## src/rtl/seg7_scan_driver.sv

```systemverilog
// rtl/seg7_scan_driver.sv - four-digit multiplexed common-anode hex display driver
// Optional feature macro: LEADING_ZERO_BLANK_EN (suppresses leading zero digits 3..1).
module seg7_scan_driver #(
    parameter int REFRESH_DIV  = 50000,
    parameter int BLANK_CYCLES = 500
) (
    input  logic        clock,
    input  logic        reset,
    input  logic [15:0] value,
    input  logic [3:0]  dp_in,
    output logic [6:0]  seg,
    output logic        dp,
    output logic [3:0]  an
);

    localparam int DIV_W = (REFRESH_DIV > 1) ? $clog2(REFRESH_DIV) : 1;
    localparam logic [DIV_W-1:0] DIV_LAST  = DIV_W'(REFRESH_DIV - 1);
    localparam logic [DIV_W-1:0] BLANK_LIM = DIV_W'(BLANK_CYCLES);

    localparam logic [6:0] SEG_OFF = 7'h7F;
    localparam logic [3:0] AN_OFF  = 4'b1111;

    logic [DIV_W-1:0] div_cnt;
    logic [1:0]       digit;
    logic [15:0]      snap_val;
    logic [3:0]       snap_dp;

    logic       slot_end;
    logic       frame_end;
    logic       in_blank;
    logic [3:0] cur_nib;
    logic       lz_blank;
    logic [6:0] seg_next;
    logic       dp_next;
    logic [3:0] an_next;

    // Active-low segment pattern {g,f,e,d,c,b,a} for one hex nibble.
    function automatic logic [6:0] hex_to_seg(input logic [3:0] nib);
        logic [6:0] s;
        case (nib)
            4'h0:    s = 7'h40;
            4'h1:    s = 7'h79;
            4'h2:    s = 7'h24;
            4'h3:    s = 7'h30;
            4'h4:    s = 7'h19;
            4'h5:    s = 7'h12;
            4'h6:    s = 7'h02;
            4'h7:    s = 7'h78;
            4'h8:    s = 7'h00;
            4'h9:    s = 7'h10;
            4'hA:    s = 7'h08;
            4'hB:    s = 7'h03;
            4'hC:    s = 7'h46;
            4'hD:    s = 7'h21;
            4'hE:    s = 7'h06;
            default: s = 7'h0E;
        endcase
        return s;
    endfunction

    assign slot_end  = (div_cnt == DIV_LAST);
    assign frame_end = slot_end && (digit == 2'd3);
    assign in_blank  = (div_cnt < BLANK_LIM);

    always_ff @(posedge clock) begin
        if (!reset) begin
            div_cnt <= '0;
            digit   <= 2'd0;
        end else if (slot_end) begin
            div_cnt <= '0;
            digit   <= digit + 2'd1;
        end else begin
            div_cnt <= div_cnt + DIV_W'(1);
        end
    end

    // Frame-wide snapshot so a digit never shows a half-updated value.
    always_ff @(posedge clock) begin
        if (!reset) begin
            snap_val <= 16'h0000;
            snap_dp  <= 4'b0000;
        end else if (frame_end) begin
            snap_val <= value;
            snap_dp  <= dp_in;
        end
    end

    always_comb begin
        cur_nib = 4'h0;
        case (digit)
            2'd0:    cur_nib = snap_val[3:0];
            2'd1:    cur_nib = snap_val[7:4];
            2'd2:    cur_nib = snap_val[11:8];
            default: cur_nib = snap_val[15:12];
        endcase
    end

`ifdef LEADING_ZERO_BLANK_EN
    always_comb begin
        lz_blank = 1'b0;
        case (digit)
            2'd1:    lz_blank = (snap_val[15:4]  == 12'h000);
            2'd2:    lz_blank = (snap_val[15:8]  == 8'h00);
            2'd3:    lz_blank = (snap_val[15:12] == 4'h0);
            default: lz_blank = 1'b0;
        endcase
    end
`else
    assign lz_blank = 1'b0;
`endif

    always_comb begin
        an_next  = AN_OFF;
        seg_next = SEG_OFF;
        dp_next  = 1'b1;
        if (!in_blank) begin
            an_next  = ~(4'b0001 << digit);
            seg_next = lz_blank ? SEG_OFF : hex_to_seg(cur_nib);
            dp_next  = ~snap_dp[digit];
        end
    end

    always_ff @(posedge clock) begin
        if (!reset) begin
            an  <= AN_OFF;
            seg <= SEG_OFF;
            dp  <= 1'b1;
        end else begin
            an  <= an_next;
            seg <= seg_next;
            dp  <= dp_next;
        end
    end

endmodule

```

## config.mk

```make
export PLATFORM = sky130hd
export DESIGN_NAME = seg7_scan_driver
export DESIGN_NICKNAME = d
export VERILOG_FILES = /design/src/rtl/seg7_scan_driver.sv
export SDC_FILE = /design/constraint.sdc
export NUM_CORES = 1
export LEC_CHECK = 0
export ABC_AREA = 1
export ABC_CLOCK_PERIOD_IN_PS = 2550
export BUFFER_PORTS_ARGS = -buffer_cell sky130_fd_sc_hd__clkbuf_2
export CORE_ASPECT_RATIO = 0.5
export CORE_MARGIN = 3
export CORE_UTILIZATION = 28
export DETAILED_ROUTE_END_ITERATION = 16
export PLACE_DENSITY = 0.54
export SETUP_SLACK_MARGIN = 0.4
export SLEW_MARGIN = 20
export SYNTH_ARGS = -nofsm -noshare
export SYNTH_HDL_FRONTEND = slang
export SYNTH_SLANG_ARGS = --single-unit
```

## constraint.sdc

```tcl
create_clock -name clock -period 2.55 [get_ports clock]
set_input_delay 0.3825 -clock clock [delete_from_list [all_inputs] [get_ports clock]]
set_output_delay 0.3825 -clock clock [all_outputs]
set_load 0.03 [all_outputs]
```

==> key figures <==
Outcome
  • Run status: finished, final reports clean

Layout
  • Most frequent cells in the layout: 113 x nand2_1, 71 x nor2_1, 50 x inv_1
  • Most common cell after layout, fill and taps aside: nand2_1
  • Area Overhead vs Synth: 14.8%
  • Antenna cells: 0
  • Nets@finish: about 460
  • Share of post-route cells with drive strength above 1: between 15 and 20%

Detailed routing
  • WL final: about 5800 µm
  • Routed wire per std cell: roughly 11 µm
  • Number of remaining DRC errors: 0
  • Antenna-violating nets left: 0
  • 1st-pass router iterations: 4
  • Via count: about 2300
  • Vias per cell: about 4.2
  • DR iter-0 viols: roughly 150

STA
  • Achievable Freq: a little over 0.5 GHz
  • Transition time of the tightest slew-check pin: 0.559 ns
  • Skew final: around 0.0054 ns
  • Worst slew margin: a little over three fifths
  • Setup TNS: 0 ns
  • # setup viols final: 0
  • Final period utilization: approximately three quarters
  • PnR worst setup slack: ~0.59 ns
  • RSZ-0062 raised after global routing: false
  • Final Max Slew Viols: 0
  • Final Hold Violating Endpoints: 0
  • Final Critical Period: around 2 ns

Die
  • Die footprint: 10800 µm²
  • Core area: 8980 µm²
  • # rows: 24
  • # IOs: 34
  • Initial Utilization: 29.7%
  • Die Width: ~140 µm
  • Die height: approximately 75 µm

Hold path
  • Min-Delay Path Class: input port to flop
  • Hold Crit Depth: 3
  • Hold EP: snap_val[12]
  • Worst hold start: value[12]

Global routing
  • Vias in the first global route: 2119
  • Initial antenna violation count: 0
  • Largest net degree at the start of global routing: 23
  • First-pass GRT wire length: between 9000 and 10000 µm
  • Remaining Overflow, GRT: 0
  • GRT Util Overall: between 10% and 20%

Worst setup path
  • WP data required: roughly 2.7 ns
  • CP Launch Type: flop
  • Reg2Reg Capture Point: seg[3]
  • Worst R2R Path Depth: 12
  • Setup CP Type: flop to flop
  • Register-to-register setup slack: approximately 0.6 ns
  • Type of element capturing the critical path: flop
  • Critical R2R Launch: digit[0]
  • CP max FO: 7
  • CP Launch Point: digit[0]
  • Worst Path Arrival: around 2.1 ns

Yosys
  • Ys async rst share: 0%
  • Top FF cell, synth: dfxtp_1
  • Gate Count Post-Synth: slightly below 400
  • Number of flops mapped to enable cells by yosys: 0
  • Seq cells post-synth: 50
  • Avg Inst Size Synth: a little under 7 µm²
  • Area contributors post-synth: dfxtp_1 38%, nand2_1 16%, nor2_1 10%
  • Netlist cell types: 28
  • Sequential area share after synthesis: a little under two fifths
  • Yosys warnings: 0
  • Post-Syn Nets: ~430
  • Post-synth top area share: a little under two fifths
  • Largest area contributor in the netlist: dfxtp_1
  • Syn Std Cell Area: about 2700 µm²

Clock network
  • Reg clk slew, reported paths: approximately 0.070 ns
  • CTS tree: done
  • Max H-tree Level: 2
  • CTS Buffer Depth: 2
  • Clock sink count: 50
  • Worst skew pair latency: approximately 0.28 ns
  • TritonCTS Buffers: 5
  • Clk root buf: clkbuf_16

Pwr
  • Overall Power: roughly 1.5 mW
  • LEAKAGE: 1.44 nW
  • VDD IR max: around 0.00023 V
  • Pwr Density: slightly below 500 nW/µm²

Placement
  • Setup Slack @ Placement: about 0.37 ns
  • Port Buffers: 33
  • DP HPWL: 4320 µm
  • Routability cong.: just over 0.8

Job
  • MaxCap Viol Count: 0
==> cell families (layout without fill, tap and decap cells) <==
logic type | after synthesis | count (layout) | synth area share (%)
AOI/OAI and AO/OA | 24 | 24 | 5.21
xor gates and xnor gates | 5 | 5 | 1.64
adders and majority gates | 12 | 12 | 5.63
buffers and inverters | 61 | 95 | 11.0
DFF | 50 | 50 | 37.6
and+or+nand+nor | 239 | 239 | 39.0
==> synthesized netlist by cell type, types with 3 or more instances <==
master   count
nand2_1    113
nor2_1      71
dfxtp_1     50
inv_1       50
nand3_1     30
a21oi_1     13
ha_1        12
nand4_1      6
buf_6        5
o21ai_0      5
nand2_2      4
nor2_2       4
nand3_2      3
nor3_1       3
o21ai_1      3
xor2_1       3
==> sequential cells by signal, indices dropped and copies added (netlist names) <==
register and flops:
seg 7, an 4, snap_val 16, snap_dp 4, div_cnt 16, dp 1
digit 2
==> critical path, cell delays in order, from the launching register on <==
cell	delay (ns)
dfxtp_2	0.38
inv_1	0.11
ha_1	0.27
nand2_1	0.09
nand2_1	0.05
o21ai_1	0.13
buf_4	0.16
inv_1	0.08
ha_1	0.21
nand3_1	0.13
nand3_1	0.09
nand2_1	0.08
nand2_1	0.04
==> where the power goes <==
part	total, mW	internal [mW]	switching [mW]
sequential	0.788	0.785	0.00363
clock	0.671	0.390	0.281
combinational	0.0371	0.0173	0.0198
==> how the worst max path moves through the flow <==
stage          cells past startpoint      to
3_3_place_gp                      11  seg[3]
2_1_floorplan                     11  seg[3]
6_report                          12  seg[3]
5_1_grt                           11  seg[0]
4_1_cts                           11  seg[0]
3_5_place_dp                      11  seg[0]
==> through the flow <==
step                      hold WS, ns  cells  area, µm²  utilization, %
after global routing            0.319    542       3060            34.1
after CTS                       0.318    542       3050            34.0
final                           0.323    542       3060            34.1
after global placement          0.435    534       2900            32.3
after floorplan                 0.417    391       2670               -
after detailed placement        0.445    534       2900            32.3
==> layer usage <==
| layer | GRT usage (%) | share of wire, % |
|---|---|---|
| met2 | 18.0 | 43 |
| met1 | 16.0 | 54 |
| met4 | 3.13 | 0.76 |
| met3 | 2.22 | 3.0 |
| met5 | 0 | 0 |
==> what timing repair did <==
item	CTS	global route
endpoints found under the setup margin	3	6
hold buffers	0	0
buffers inserted	0	0
gates resized for setup	1	3
==> area by class of cell <==
| type | instances | area [µm²] |
|---|---|---|
| fill | 977 | 5920 |
| multi-input combinational | 280 | 1380 |
| sequential | 50 | 1000 |
| inverter | 51 | 191 |
| timing repair buffer | 36 | 188 |
| tap | 117 | 146 |
| clock buffer | 7 | 143 |
| clock inverter | 1 | 5.00 |
Power figures use the tool's default switching activity.
